===== src/rtl/aircon_pkg.sv =====
// Shared state encoding and decode helpers for the aircon bar-graph controller.
package aircon_pkg;

    localparam int MAX_W = 32;

    typedef enum logic [1:0] {
        ST_HOLD  = 2'd0,
        ST_RAMP  = 2'd1,
        ST_ERROR = 2'd2
    } state_t;

    // True for all-zero or exactly one bit set.
    function automatic logic is_onehot0(input logic [MAX_W-1:0] v);
        return (v & (v - 32'd1)) == '0;
    endfunction

    function automatic logic [MAX_W-1:0] level_to_thermo(input logic [MAX_W-1:0] lvl);
        logic [MAX_W-1:0] t;
        t = '0;
        for (int j = 0; j < MAX_W; j++) begin
            t[j] = (32'(j) < lvl);
        end
        return t;
    endfunction

endpackage


===== src/rtl/aircon_target_dec.sv =====
// Combinational decode of the registered panel sample into a validity flag and target level.
module aircon_target_dec
    import aircon_pkg::*;
#(
    parameter int MODES = 4,
    parameter int SEGS  = 8,
    parameter int LW    = $clog2(SEGS + 1)
) (
    input  logic [MODES-1:0] thermo_i,
    input  logic             turbo_i,
    input  logic [MODES-1:0] lv_thermo_i,
    input  logic             lv_turbo_i,
    output logic             valid_o,
    output logic [LW-1:0]    target_o
);

    logic [MODES-1:0] sel_thermo;
    logic             sel_turbo;
    logic [LW-1:0]    mode_lvl [MODES];

    assign valid_o    = is_onehot0(MAX_W'(thermo_i));
    assign sel_thermo = valid_o ? thermo_i : lv_thermo_i;
    assign sel_turbo  = valid_o ? turbo_i  : lv_turbo_i;

    // Each mode contributes its constant level only when selected; OFF leaves all zero.
    for (genvar gi = 0; gi < MODES; gi++) begin : g_mode
        localparam int BASE  = ((gi + 1) * SEGS) / MODES;
        localparam int BOOST = (BASE + SEGS / MODES > SEGS) ? SEGS : BASE + SEGS / MODES;
        assign mode_lvl[gi] = !sel_thermo[gi] ? '0 :
                              sel_turbo       ? LW'(BOOST) : LW'(BASE);
    end

    always_comb begin
        target_o = '0;
        for (int i = 0; i < MODES; i++) begin
            target_o = target_o | mode_lvl[i];
        end
    end

endmodule


===== src/rtl/aircon_bargraph_ctrl.sv =====
// Ramping thermometer bar-graph controller with glitch filter and debounced error state.
// Define AIRCON_ERR_BLINK_EN to blink the whole bar while in ERROR.
module aircon_bargraph_ctrl
    import aircon_pkg::*;
#(
    parameter int MODES     = 4,
    parameter int SEGS      = 8,
    parameter int TICK_DIV  = 4,
    parameter int ERR_CYC   = 3,
    parameter int BLINK_CYC = 8
) (
    input  logic                       Clk_In,
    input  logic                       nRst_In,
    input  logic [MODES-1:0]           Thermo_In,
    input  logic                       Turbo_In,
    output logic [SEGS-1:0]            BGraph_Out,
    output logic [$clog2(SEGS+1)-1:0]  Level_Out,
    output logic                       Err_Out,
    output logic                       Busy_Out
);

    localparam int LW = $clog2(SEGS + 1);
    localparam int TW = (TICK_DIV > 1) ? $clog2(TICK_DIV) : 1;
    localparam int CW = $clog2(ERR_CYC + 1);
    localparam logic [TW-1:0] TICK_MAX = TW'(TICK_DIV - 1);
    localparam logic [CW-1:0] ERR_MAX  = CW'(ERR_CYC);

    logic [MODES-1:0] thermo_q, lv_thermo_q, lv_thermo_d;
    logic             turbo_q, lv_turbo_q, lv_turbo_d;
    logic [CW-1:0]    inv_cnt_q, inv_cnt_d, val_cnt_q, val_cnt_d;
    logic [TW-1:0]    tick_q, tick_d;
    logic [LW-1:0]    level_q, level_d, step_lvl, target;
    state_t           state_q, state_d;
    logic             err_q, err_d, busy_q, busy_d, valid;
    logic [SEGS-1:0]  bgraph_q, bgraph_d, err_bar;

    aircon_target_dec #(
        .MODES (MODES),
        .SEGS  (SEGS),
        .LW    (LW)
    ) u_dec (
        .thermo_i    (thermo_q),
        .turbo_i     (turbo_q),
        .lv_thermo_i (lv_thermo_q),
        .lv_turbo_i  (lv_turbo_q),
        .valid_o     (valid),
        .target_o    (target)
    );

    assign lv_thermo_d = valid ? thermo_q : lv_thermo_q;
    assign lv_turbo_d  = valid ? turbo_q  : lv_turbo_q;
    assign inv_cnt_d   = valid ? '0 : (inv_cnt_q == ERR_MAX) ? ERR_MAX : inv_cnt_q + CW'(1);
    assign val_cnt_d   = !valid ? '0 : (val_cnt_q == ERR_MAX) ? ERR_MAX : val_cnt_q + CW'(1);
    assign step_lvl    = (target > level_q) ? level_q + LW'(1) : level_q - LW'(1);

    // Error entry is tested first so it pre-empts any step on the same edge.
    always_comb begin
        state_d = state_q;
        level_d = level_q;
        tick_d  = tick_q;
        unique case (state_q)
            ST_HOLD: begin
                if (inv_cnt_d == ERR_MAX) begin
                    state_d = ST_ERROR;
                    level_d = '0;
                end else if (target != level_q) begin
                    state_d = ST_RAMP;
                    tick_d  = '0;
                end
            end
            ST_RAMP: begin
                if (inv_cnt_d == ERR_MAX) begin
                    state_d = ST_ERROR;
                    level_d = '0;
                end else if (target == level_q) begin
                    state_d = ST_HOLD;
                end else begin
                    tick_d = (tick_q == TICK_MAX) ? '0 : tick_q + TW'(1);
                    if (tick_q == TICK_MAX) begin
                        level_d = step_lvl;
                        if (step_lvl == target) begin
                            state_d = ST_HOLD;
                        end
                    end
                end
            end
            ST_ERROR: begin
                level_d = '0;
                if (val_cnt_d == ERR_MAX) begin
                    state_d = ST_HOLD;
                end
            end
            default: begin
                state_d = ST_HOLD;
                level_d = '0;
            end
        endcase
    end

`ifdef AIRCON_ERR_BLINK_EN
    localparam int BW = (BLINK_CYC > 1) ? $clog2(BLINK_CYC) : 1;
    localparam logic [BW-1:0] BLINK_MAX = BW'(BLINK_CYC - 1);

    logic [BW-1:0] blink_cnt_q, blink_cnt_d;
    logic          blink_on_q, blink_on_d;

    // Phase restarts lit on every entry edge.
    always_comb begin
        blink_cnt_d = '0;
        blink_on_d  = 1'b0;
        if (state_d == ST_ERROR) begin
            if (state_q != ST_ERROR) begin
                blink_on_d = 1'b1;
            end else if (blink_cnt_q == BLINK_MAX) begin
                blink_on_d = ~blink_on_q;
            end else begin
                blink_cnt_d = blink_cnt_q + BW'(1);
                blink_on_d  = blink_on_q;
            end
        end
    end

    always_ff @(posedge Clk_In) begin
        if (!nRst_In) begin
            blink_cnt_q <= '0;
            blink_on_q  <= 1'b0;
        end else begin
            blink_cnt_q <= blink_cnt_d;
            blink_on_q  <= blink_on_d;
        end
    end

    assign err_bar = blink_on_d ? '1 : '0;
`else
    assign err_bar = '0;
`endif

    assign busy_d   = (state_d == ST_RAMP);
    assign err_d    = (state_d == ST_ERROR);
    assign bgraph_d = err_d ? err_bar : SEGS'(level_to_thermo(MAX_W'(level_d)));

    always_ff @(posedge Clk_In) begin
        if (!nRst_In) begin
            thermo_q    <= '0;
            turbo_q     <= 1'b0;
            lv_thermo_q <= '0;
            lv_turbo_q  <= 1'b0;
            inv_cnt_q   <= '0;
            val_cnt_q   <= '0;
            tick_q      <= '0;
            level_q     <= '0;
            state_q     <= ST_HOLD;
            err_q       <= 1'b0;
            busy_q      <= 1'b0;
            bgraph_q    <= '0;
        end else begin
            thermo_q    <= Thermo_In;
            turbo_q     <= Turbo_In;
            lv_thermo_q <= lv_thermo_d;
            lv_turbo_q  <= lv_turbo_d;
            inv_cnt_q   <= inv_cnt_d;
            val_cnt_q   <= val_cnt_d;
            tick_q      <= tick_d;
            level_q     <= level_d;
            state_q     <= state_d;
            err_q       <= err_d;
            busy_q      <= busy_d;
            bgraph_q    <= bgraph_d;
        end
    end

    assign BGraph_Out = bgraph_q;
    assign Level_Out  = level_q;
    assign Err_Out    = err_q;
    assign Busy_Out   = busy_q;

endmodule


===== config.mk =====
export PLATFORM = sky130hd
export DESIGN_NAME = aircon_bargraph_ctrl
export DESIGN_NICKNAME = d
export VERILOG_FILES = /design/src/rtl/aircon_pkg.sv /design/src/rtl/aircon_target_dec.sv /design/src/rtl/aircon_bargraph_ctrl.sv
export SDC_FILE = /design/constraint.sdc
export NUM_CORES = 1
export LEC_CHECK = 0
export CORE_MARGIN = 1
export CORE_UTILIZATION = 38
export CTS_CLUSTER_SIZE = 14
export DETAILED_ROUTE_END_ITERATION = 6
export GPL_TIMING_DRIVEN = 0
export SYNTH_ARGS = -nofsm -noshare
export SYNTH_HDL_FRONTEND = slang
export SYNTH_SLANG_ARGS = --single-unit

===== constraint.sdc =====
create_clock -name Clk_In -period 4.6 [get_ports Clk_In]
set_input_delay 0.69 -clock Clk_In [delete_from_list [all_inputs] [get_ports Clk_In]]
set_output_delay 0.69 -clock Clk_In [all_outputs]
set_load 0.05 [all_outputs]

==> impl_metrics.ini <==
[outcome]
status = complete, no violations

[global_route]
grt_max_degree = 11
grt_pass1_vias = 1281
antenna_found_initial = 0
grt_pass1_wl_um = 5630
grt-ovfl-total = 0
grt_usage = 0.172

[worst_setup_path]
worst_setup_path_end_kind = flop
path_class = reg2reg
critPathRequiredTime_ps = 4810
crit_arrival_ps = 4490
r2r_cells = 16
crit_fanout = 10
ff2ff_setup_slack_ps = 320
r2r-end = BGraph_Out[0]$_SDFF_PP0_
r2r-start = thermo_q[0]$_SDFF_PN0_
cp_slowest_stage_delay_ps = 340
cp_slowest_cell = a211o_1
path_cells = buf_2 > o31a_1 > o21ba_1 > or2_1 > mux2_4 > ha_1 > and4b_1 > nor2_2 > inv_1 > ha_1 > a21o_1 > a21oi_1 > xnor3_1 > a211o_1 > nor2b_1 > a21oi_1
cp-start-kind = flop

[worst_hold_path]
min_to = val_cnt_q[0]$_SDFF_PN0_
holdPathStages = 1
hp-start = val_cnt_q[0]$_SDFF_PN0_
hold_path.class = reg2reg

[sta]
finalSetupTns_ps = 0
setup_viol = 0
fin_worst_skew_ps = 4.27
slew_violations = 0
min_period_ps = 4280
worst_pin_slew_ps = 501
final.period_utilization = 0.931
hold_violations = 0
slew_headroom = 0.665
rsz0062_at_grt = false
fmax_ghz = 0.234

[placement]
place_inst = 234
place_congestion = 0.868
dp_hpwl_um = 2370
portBuffers = 20

[power]
p_per_area_mw_per_mm2 = 325
power.share.sequential = 0.483
clock_power_share = 0.319
internal_power_w = 0.000446
comb_power_share = 0.198
p_switching_w = 0.000166
p_leak_nw = 0.797
switching_share = 0.271
vdd_drop_max_uv = 187

[synth]
netlist_area_sq_mm = 0.00152
synth_area_per_cell_sq_um = 9.17
synth.area.mux_share = 0.0238
yosysTopAreaCell = dfxtp_1
synthesis.nets = 180
synth_compound_area_frac = 0.196
yosysWarnings = 0
synth_edf_count = 0
netlist_instances = 166
netlist_top_cells_count = dfxtp_1 (32), nor2_1 (19), a21oi_1 (12)
yosysUniqueCellTypes = 41
yosysTopAreaCellShare = 0.421
synth_flop_cell = dfxtp_1
synth_xor_area_frac = 0.0435
synthTopCellsByArea = dfxtp_1 (42%), ha_1 (4.9%), nor2_1 (4.7%)
synth_top_family_by_area = simple AND/OR/NAND/NOR gates
synth_seq_area_share = 0.421
synth-simple-area-share = 0.202
async_flop_share = 0
synthAdderAreaFrac = 0.0698
synth-seq-cells = 32
synth_most_common_cell = dfxtp_1

[finish]
fill_cells = 381
finalNonFillerCells = 242
diodes = 0
syn_to_final_growth_pct = 23.9
final_nets = 208
drive_gt1_frac = 0.103

[cts]
insertion_delay_ps = 280
cts_root_buf = clkbuf_8
htree_levels = 2
numCtsBuffers = 5
clock_path_buffers = 2
cts_hold_buf = 0
cts_tree = done
clk_pin_slew_ps = 60
numClockSinks = 32

[detailed_routing]
wl_per_cell_um = 12.7
drc = 0
route.detailed.vias_per_inst = 5.14
vias = 1244
ant_nets = 0
drtIter0Drc = 60
wl_um = 3080
dr.pass1.iters = 4

[floorplanning]
dieArea_sq_mm = 0.00426
rows = 22
io_pins = 21
core_area_sq_mm = 0.00374
die_h_um = 65.3
die_w_um = 65.3
start_util = 0.407

[job]
cap_violations = 0
==> cell type report <==
type / count / area (sq um) / share of cell area
buffer: 7 / 33.8 / 0.0179
clock buffer: 6 / 72.6 / 0.0385
clock inverter: 1 / 5.00 / 0.00265
inverter: 9 / 33.8 / 0.0179
multi-input combinational: 118 / 833 / 0.442
sequential: 32 / 641 / 0.340
tap: 48 / 60.1 / 0.0318
timing repair buffer: 21 / 208 / 0.110
==> what timing repair did <==
action | 4_1_cts | 5_1_grt
setup endpoints to repair | 0 | 7
buffers inserted | 0 | 1
resized for setup | 0 | 6
==> stage by stage <==
stage / total power [W] / utilization / setup WS [ps] / cell area (sq um) / hold slack, ps
floorplan: 0.000391 / - / 630 / 1520 / 405
global route: 0.000647 / 0.504 / 65.3 / 1890 / 438
detailed placement: 0.000420 / 0.476 / 115 / 1780 / 422
finish: 0.000612 / 0.504 / 319 / 1890 / 426
global placement: 0.000414 / 0.476 / 177 / 1780 / 414
CTS: 0.000618 / 0.497 / 95.4 / 1860 / 432
==> worst max path at each step <==
stage / from / endpoint / slack, ps
after floorplan: thermo_q[1]$_SDFF_PN0_ / BGraph_Out[7]$_SDFF_PP0_ / 630
after global placement: thermo_q[3]$_SDFF_PN0_ / BGraph_Out[7]$_SDFF_PP0_ / 180
after detailed placement: thermo_q[3]$_SDFF_PN0_ / BGraph_Out[7]$_SDFF_PP0_ / 120
after CTS: thermo_q[3]$_SDFF_PN0_ / BGraph_Out[2]$_SDFF_PP0_ / 100
after global routing: thermo_q[1]$_SDFF_PN0_ / BGraph_Out[0]$_SDFF_PP0_ / 70
final: thermo_q[0]$_SDFF_PN0_ / BGraph_Out[0]$_SDFF_PP0_ / 320
==> cell usage in the layout (no fill, tap or decap), types with 2 or more instances in the layout <==
| cell | netlist | routed |
|---|---|---|
| and3_1 | 3 | 3 |
| o21ai_0 | 3 | 3 |
| nand2_1 | 7 | 7 |
| xnor2_1 | 5 | 5 |
| nand2b_1 | 2 | 2 |
| nor3b_1 | 2 | 2 |
| or3_1 | 4 | 4 |
| o211a_1 | 3 | 3 |
| a21o_1 | 6 | 6 |
| nor2_1 | 19 | 18 |
| and2_1 | 8 | 8 |
| o21ai_2 | 2 | 2 |
| a211oi_1 | 5 | 3 |
| clkbuf_8 | 0 | 5 |
| ha_1 | 6 | 6 |
| inv_1 | 9 | 9 |
| nor3_1 | 4 | 3 |
| buf_2 | 2 | 2 |
| buf_4 | 1 | 2 |
| a211oi_2 | 1 | 3 |
| a31oi_1 | 3 | 3 |
| clkdlybuf4s50_1 | 0 | 20 |
| a21oi_1 | 12 | 12 |
| nor4b_1 | 4 | 4 |
| or2_1 | 2 | 2 |
| dfxtp_1 | 32 | 32 |
| o21ai_1 | 2 | 2 |
| clkbuf_1 | 4 | 4 |
==> registers in the layout (all words and copies together), names as in the netlist, 2 cells and up <==
register / flops
BGraph_Out: 8
Level_Out: 4
lv_thermo_q: 4
thermo_q: 4
inv_cnt_q: 2
state_q: 2
tick_q: 2
val_cnt_q: 2
==> kinds of logic (layout without fill, tap and decap cells) <==
kind of cell,Yosys count,after routing
adder cells (fa/ha/maj),8,8
AND/OR/NAND/NOR,58,58
flip-flops,32,32
XOR/XNOR,6,6
multiplexers,3,3
AO/OA/AOI/OAI,43,43
buffers and inverters,16,44
==> metal layers <==
layer | GRT usage | share of wire | up-vias
li1 | - | - | 639
met5 | 0 | 0 | -
met3 | 0.0434 | 0.037 | 4
met1 | 0.207 | 0.45 | 583
met4 | 0.0652 | 0.010 | 0
met2 | 0.291 | 0.50 | 18
==> power groups by stage <==
stage	combinational, W	sequential (W)	clock (W)
after floorplan	0.0000856	0.000305	0
after global placement	0.000114	0.000301	0
after detailed placement	0.000118	0.000301	0
after CTS	0.000119	0.000295	0.000204
after global routing	0.000134	0.000297	0.000216
final	0.000121	0.000296	0.000196
==> critical path, delay by kind of cell (launching register included) <==
kind	cells	cell delay (ps)
muxes	1	330
buffers and inverters	2	260
DFF	1	310
AOI/OAI and AO/OA	6	1460
adders and majority gates	2	600
and+or+nand+nor	4	970
xor gates and xnor gates	1	290
Note: power is estimated with default switching activity, not from simulation.
